--- config.mk ---
export PLATFORM = sky130hd
export DESIGN_NAME = avaliador_de_passos
export DESIGN_NICKNAME = d
export VERILOG_FILES = /design/src/rtl/avaliador_de_passos_pkg.sv /design/src/rtl/avaliador_de_passos_divisor_de_passo.sv /design/src/rtl/avaliador_de_passos.sv
export SDC_FILE = /design/constraint.sdc
export NUM_CORES = 1
export LEC_CHECK = 0
export BUFFER_PORTS_ARGS = -buffer_cell sky130_fd_sc_hd__clkbuf_2
export CAP_MARGIN = 15
export CORE_MARGIN = 4
export CORE_UTILIZATION = 40
export CTS_CLUSTER_DIAMETER = 60
export DETAILED_ROUTE_END_ITERATION = 16
export MAX_ROUTING_LAYER = met4
export SETUP_SLACK_MARGIN = 0.02
export SLEW_MARGIN = 10
export SYNTH_ARGS = -nofsm -noshare
export SYNTH_HDL_FRONTEND = slang
export SYNTH_SLANG_ARGS = --single-unit
--- constraint.sdc ---
create_clock -name clk -period 5.7 [get_ports clk]
set_clock_uncertainty 0.1 [all_clocks]
set_input_delay 0.285 -clock clk [delete_from_list [all_inputs] [get_ports clk]]
set_output_delay 0.285 -clock clk [all_outputs]
set_load 0.01 [all_outputs]
--- src/rtl/avaliador_de_passos_pkg.sv ---
// avaliador_de_passos_pkg: shared judge state encodings, pause command and datapath widths
package avaliador_de_passos_pkg;
   typedef enum logic [1:0] {OCIOSO, AGUARDA, JULGADO, ENCERRADO} estado_t;
   localparam logic [3:0] COMANDO_PAUSA = 4'd0;
   localparam int LARG_PONTOS = 16;
   localparam int LARG_COMBO = 8;
endpackage

--- src/rtl/avaliador_de_passos_divisor_de_passo.sv ---
// divisor_de_passo: step tick counter with step strobe, sample strobe and window strobes
module divisor_de_passo #(
   parameter int TICKS_POR_PASSO = 25_000_000,
   parameter int JANELA = 12_500_000
) (
   input  logic clk,
   input  logic reset,
   input  logic ativo,
   input  logic inicio,
   output logic trocar_comando,
   output logic amostra,
   output logic na_janela,
   output logic fim_janela,
   output logic virada
);
   localparam int W = $clog2(TICKS_POR_PASSO);
   logic [W-1:0] tick, tick_n;
   // ativo is the judge's next-state activity, so trocar_comando lines up with tick
   always_comb tick_n = (!ativo || inicio || virada) ? '0 : tick + 1'b1;
   always_ff @(posedge clk or posedge reset)
      if (reset) begin
         tick <= '0;
         trocar_comando <= 1'b0;
      end else begin
         tick <= tick_n;
         trocar_comando <= ativo && tick_n < W'(TICKS_POR_PASSO / 2);
      end
   assign virada = tick == W'(TICKS_POR_PASSO - 1);
   assign amostra = tick == W'(2);
   assign na_janela = tick >= W'(2) && tick <= W'(JANELA);
   assign fim_janela = tick == W'(JANELA + 1);
endmodule

--- src/rtl/avaliador_de_passos.sv ---
// avaliador_de_passos: judges player input against the expected command each step and keeps score
module avaliador_de_passos
   import avaliador_de_passos_pkg::*;
#(
   parameter int TICKS_POR_PASSO = 25_000_000,
   parameter int JANELA = 12_500_000,
   parameter int PONTOS_BASE = 10
) (
   input  logic clk,
   input  logic reset,
   input  logic iniciar,
   input  logic [3:0] prox_comando,
   input  logic fim_de_jogo,
   input  logic [3:0] entrada_jogador,
   input  logic entrada_valida,
   output logic trocar_comando,
   output logic acerto,
   output logic erro,
   output logic [LARG_PONTOS-1:0] pontuacao,
   output logic [LARG_COMBO-1:0] combo,
   output logic jogando
);
   estado_t estado, estado_n;
   logic [3:0] cmd_atual, cmd_ef;
   logic amostra, na_janela, fim_janela, virada;
   logic em_passo, inicio, encerra, julga, acerta, expira, acerto_r, erro_r;
   logic [LARG_PONTOS:0] soma;
   divisor_de_passo #(
      .TICKS_POR_PASSO(TICKS_POR_PASSO),
      .JANELA(JANELA)
   ) u_divisor (
      .clk(clk),
      .reset(reset),
      .ativo(estado_n == AGUARDA || estado_n == JULGADO),
      .inicio(inicio),
      .trocar_comando(trocar_comando),
      .amostra(amostra),
      .na_janela(na_janela),
      .fim_janela(fim_janela),
      .virada(virada)
   );
   assign em_passo = estado == AGUARDA || estado == JULGADO;
   assign inicio = iniciar && !em_passo;
   assign encerra = em_passo && amostra && fim_de_jogo;
   // an input on tick 2 must see the command being latched in that same cycle
   assign cmd_ef = amostra ? prox_comando : cmd_atual;
   assign julga = estado == AGUARDA && entrada_valida && na_janela && !encerra;
   assign acerta = julga && entrada_jogador == cmd_ef && cmd_ef != COMANDO_PAUSA;
   assign expira = estado == AGUARDA && fim_janela && cmd_atual != COMANDO_PAUSA;
   assign soma = {1'b0, pontuacao} + (LARG_PONTOS + 1)'(PONTOS_BASE)
               + {{(LARG_PONTOS + 1 - LARG_COMBO){1'b0}}, combo};
   always_comb
      estado_n = inicio ? AGUARDA
               : encerra ? ENCERRADO
               : julga ? JULGADO
               : (virada && estado == JULGADO) ? AGUARDA
               : estado;
   always_ff @(posedge clk or posedge reset)
      if (reset) estado <= OCIOSO;
      else estado <= estado_n;
   always_ff @(posedge clk or posedge reset)
      if (reset) begin
         cmd_atual <= COMANDO_PAUSA;
         pontuacao <= '0;
         combo <= '0;
         acerto_r <= 1'b0;
         erro_r <= 1'b0;
      end else begin
         cmd_atual <= (em_passo && amostra) ? prox_comando : inicio ? COMANDO_PAUSA : cmd_atual;
         pontuacao <= inicio ? '0 : acerta ? (soma[LARG_PONTOS] ? '1 : soma[LARG_PONTOS-1:0]) : pontuacao;
         combo <= (inicio || (julga && !acerta) || expira) ? '0
                : acerta ? (&combo ? combo : combo + 1'b1)
                : combo;
         acerto_r <= acerta;
         erro_r <= julga && !acerta;
      end
   // the timeout miss shows on tick JANELA+1 itself, decoded from registered state
   assign acerto = acerto_r;
   assign erro = erro_r || expira;
   assign jogando = em_passo;
endmodule

; ---- Word level (Yosys, flattened, before mapping)
; Cells that the tools add are included.
[totals]
reg_bits = 58
output_inout_bits = 28
[op_classes]
n_addsub = 4
magnitude_cmp = 3
n_eq_ne = 9
muxes = 14
n_reduce_logical = 32
[ops]
columns = cell, n
row1 = 2-to-1 mux 16 bit, 3
row2 = adder 25 x 1 -> 25 bit (second input constant), 1
row3 = equality test 25 x 2 -> 1 bit (second input constant), 1
row4 = equality test 25 x 24 -> 1 bit (second input constant), 1
row5 = equality test 25 bit (second input constant), 1
row6 = >= comparator 25 x 2 -> 1 bit (second input constant), 1
row7 = less-or-equal comparator 25 x 24 -> 1 bit (second input constant), 1
row8 = < comparator 25 x 24 -> 1 bit (second input constant), 1
row9 = 2-to-1 mux 25 bit, 1
row10 = 2-to-1 mux 8 bit, 3
row11 = adder 16 x 4 -> 17 bit (second input constant), 1
row12 = adder 17 x 8 -> 17 bit, 1
row13 = logical AND 1 bit, 14
row14 = 2-to-1 mux 4 bit, 3
row15 = adder 8 x 1 -> 8 bit (second input constant), 1
row16 = 2-to-1 mux 2 bit, 4
row17 = AND reduction 8 bit, 1
row18 = nonzero test 4 bit, 2
row19 = logical OR 1 bit, 7
row20 = nonzero test 2 bit, 3
row21 = equality test 2 x 1 -> 1 bit (second input constant), 2
row22 = equality test 2 bit (second input constant), 2
row23 = equality test 4 bit, 1
row24 = logical NOT 1 bit, 4
row25 = 2 further kinds, 2

; ---- Depth between registers and ports, before layout
[depth]
ltp_word = 17
ltp_mapped = 13
mapped_depth_nobuf = 13

; ---- Hierarchy
; A second synthesis with hierarchy kept.
[hier_totals]
cells_unflattened = 411
hier_area_um2 = 3804.9
[modules_own_cells]
columns = module, n_inst, cells_each, area_each_um2
row1 = avaliador_de_passos, 1, 227, 2110.8
row2 = divisor_de_passo, 1, 184, 1694.1

; ---- Worst setup path before layout
; No wires, ideal clock.
[synth_path]
path_type = flip-flop to flip-flop
start = register combo[1]
end = register pontuacao[15]
setup_time_ns = 0.099
arrival_time_ns = 2.600
slack_ns = 2.900
stages_incl_launch_ff = 14
path_cell_list = dfrtp_1 -> inv_1 -> ha_1 -> inv_1 -> ha_1 -> inv_1 -> fa_1 -> nor2b_1 -> o21ai_0 -> a21oi_1 -> o21ai_0 -> a2111oi_4 -> a21oi_1 -> a311oi_1
[synth_between]
elab_chain_cells = 4
[synth_lines]
columns = item, line_no
row1 = from (decl), avaliador_de_passos.sv:20  ; output logic [LARG_COMBO-1:0] combo,
row2 = from (signal assigned), avaliador_de_passos.sv:71  ; combo <= (inicio || (julga && !acerta) || expira) ? '0
row3 = adder 17 x 8 -> 17 bit, avaliador_de_passos.sv:51  ; + {{(LARG_PONTOS + 1 - LARG_COMBO){1'b0}}, combo};
row4 = 2-to-1 mux 16 bit (3 in a row), avaliador_de_passos.sv:70  ; pontuacao <= inicio ? '0 : acerta ? (soma[LARG_PONTOS] ? '1 : soma[LARG_PONTOS-1:0]) : pontuacao;
row5 = to (signal assigned), avaliador_de_passos.sv:70
row6 = to (decl), avaliador_de_passos.sv:19  ; output logic [LARG_PONTOS-1:0] pontuacao,
; No other way between the ends. The select of a mux whose other input is x is not followed.
; A chain may end at the register's enable or synchronous reset.

; ---- Worst setup path in the final report
; Ends and elaborated chain as after synthesis.

==> summary.md <==
| Metric | Value |
|---|---|
| Synth Flop Type | dfrtp_1 |
| Tightest Pin Transition | ~0.84 ns |
| EDFF count, synth | 0 |
| Drt pass-1 iters | 5 |
| Clk slew on worst S/H paths | 0.08 ns |
| Tot GR Track Use | 18.3% |
| Initial Util | 40.8% |
| Fill cells | 1003 |
| H-Tree Depth | 3 |
| Final hold vios | 0 |
| Met3 wire len | 368 um |
| CTS Root Cell | clkbuf_8 |
| Warnings from Yosys | 0 |
| Seq/Total Area, Yosys | 36.6% |
| Worst Path Class, Setup | reg2reg |
| DP Wirelength | approximately 6.8 mm |
| RSZ-0062 raised after global routing | false |
| Worst-path maximum fanout | 6 |
| Slew Viols, Final | 0 |
| FP Rows | 36 |
| Number of max-capacitance violations reported | 0 |
| Final ANT Viol Nets | 0 |
| Met1 wire length | 4.30 mm |
| Hold Buf Count CTS | 0 |
| Setup crit end kind | flop |
| Post-synthesis async set-or-reset flop share | 100% |
| Final Cycle Share | 55.5% |
| DR WL met2 | around 4.7 mm |
| Top post-synthesis cells by count | dfrtp_1, nor2_1, nand2_1 |
| Post-CTS Setup Bufs | 0 |
| Avg Inst Size Synth | 8.81 um^2 |
| Syn nets | 486 |
| Cell with the most instances after synthesis | dfrtp_1 |
| Xor/xnor share of the synthesized area | a little under 8% |
| Simple-gate share of the synthesized area | approximately 26% |
| Crit start category | flop |
| Setup tns final | 0 ns |
| Status | finished clean |
| Routed WL | ~9.5 mm |
| Worst-case reg-to-reg path depth | 13 |
| Post-synth cell types | 65 |
| Die area | around 12000 um^2 |
| Ant. Diodes | 0 |
| Leakage power | 2.00 nW |
| Vias | between 3000 and 4000 |
| I/O Buffers | 40 |
| Synth Area in Adders | around 7.4% |
| TritonCTS Sinks | 58 |
| DRC | 0 |
| First-pass GRT wire length | 16.6 mm |
| Vias in the first global route | roughly 3500 |
| CTS tree | done |
| Total CTS buffers | 9 |
| Complex-gate fraction of the synthesized area | between 10% and 20% |
| Clk_lat worst skew | 0.34 ns |
| Post-Syn Instances | 450 |
| P&R area growth vs syn | 11.1% |
| Crit path required time | 5.84 ns |
| Max VDD drop | roughly 0.15 mV |
| Pin count of the biggest net entering global routing | between 50 and 60 |
| Seq cells post-synth | 58 |
| 1st-iter DRT viols | approximately 150 |
| Total core area | 9730 um^2 |
| Die Wd | between 100 and 150 um |
| Pwr/cell area | ~270 nW/um^2 |
| DR top layer | met4 |
| Synthesized cell area | about 4000 um^2 |
| Yosys top cell area share | 36.6% |
| Initial antenna violation count | 0 |
| Final setup vio count | 0 |
| Setup slack, reg-to-reg | approximately 2.5 ns |
| DR vias/cell | 5.51 |
| Achievable frequency | 316 MHz |
| GR Overflow Total | 0 |
| Area leader, netlist | dfrtp_1 |
| Hold Path Class | in2async |
| Mux cell area share after synthesis | 0.599% |
| Final nets | 517 |
| R2r endpoint | pontuacao[15] |
| Main combinational cell family by area after synthesis | simple AND/OR/NAND/NOR gates |
| Worst EP arrival | 3.30 ns |
| Multi-input gate area | 2290 um^2 |
| Reg2reg start | combo[1] |
| Routability congestion estimate | just over 0.8 |
| Longest Clk Path Bufs | 2 |
| Post-DR wirelength/cell | 15.3 um |
| Die Y-Extent | 108 um |
| Area contributors post-synth | dfrtp_1, ha_1, xor2_1 |
| Power Total | 1.19 mW |
| Crit path time final | roughly 3.2 ns |
| Sequential Area | 1450 um^2 |
| Layout cells sized above 1 | 15.4% |
| Relative slew slack | between 40% and 50% |
| IO Count | 41 |
| PostCTS Resize Cnt | 0 |
## flip-flops by register name, indices dropped and copies added, names as in the netlist
register and flops:
u_divisor.tick 25, pontuacao 16, combo 8, cmd_atual 4, estado 2, acerto 1, erro_r 1, u_divisor.trocar_comando 1
## critical path, cell delays in order (launching register included)
cell and delay, ns:
dfrtp_1 0.41, inv_1 0.06, ha_1 0.27, inv_1 0.06, ha_1 0.17, inv_1 0.06
fa_1 0.39, nor2b_1 0.12, o21ai_0 0.11, a21oi_1 0.20, o21ai_0 0.21, a2111oi_4 0.50
a21oi_1 0.13, a311oi_1 0.27
## cells by family (layout without fill, tap and decap cells)
family,after synthesis,in the layout
adder cells (fa/ha/maj),23,23
flip-flops,58,58
buffers and inverters,50,86
multiplexers,2,2
XOR/XNOR,35,35
AND/OR/NAND/NOR,187,187
AO/OA/AOI/OAI,95,95
## worst max path at each step
| stage | startpoint | end | slack, ns | depth (start not counted) |
|---|---|---|---|---|
| CTS | combo[1] | pontuacao[15] | 2.50 | 13 |
| detailed placement | u_divisor.tick[17] | u_divisor.trocar_comando | 2.52 | 6 |
| global route | combo[1] | pontuacao[15] | 2.23 | 13 |
| global placement | combo[1] | pontuacao[15] | 2.56 | 13 |
| floorplan | combo[1] | pontuacao[15] | 2.90 | 13 |
| finish | combo[1] | pontuacao[15] | 2.54 | 13 |
## area by class of cell
type                       instances  share of cell area [%]
sequential                        58                    32.9
inverter                          28                    2.39
clock buffer                      11                    3.21
tap                              133                    3.78
clock inverter                     5                   0.681
timing repair buffer              42                    4.97
multi-input combinational        342                    52.0
## per-stage QoR
| stage | hold WS (ns) | setup WS (ns) | instance area (um^2) | utilization [%] | cells |
|---|---|---|---|---|---|
| 4_1_cts | 0.0577 | 2.50 | 4400 | 45.2 | 618 |
| 3_3_place_gp | 0.421 | 2.56 | 4220 | 43.4 | 602 |
| 2_1_floorplan | 0.302 | 2.90 | 3970 | - | 450 |
| 6_report | 0.0380 | 2.54 | 4410 | 45.3 | 619 |
| 5_1_grt | 0.0745 | 2.23 | 4410 | 45.3 | 619 |
| 3_5_place_dp | 0.443 | 2.52 | 4220 | 43.4 | 602 |
## where the power goes
part	internal [mW]	switching, mW	total (mW)
clock	0.167	0.180	0.348
combinational	0.123	0.231	0.354
sequential	0.446	0.0391	0.485
## per-layer routing
metal  up-vias  track usage (%)
li1       1674                -
met5         -                -
met4         0             5.50
met1      1653             22.6
met2        71             29.8
met3        15             4.32
## layout by cell type (no fill, tap or decap), drive strengths merged, types with 9 or more instances in the layout
cell type,n
dfrtp,58
nor4,10
inv,28
nand4,10
o21ai,23
nand2,38
nand3,19
nor2,46
xnor2,12
ha,22
nor3,15
clkbuf,51
xor2,23
a21oi,28
and3,9
Power figures use the tool's default switching activity.
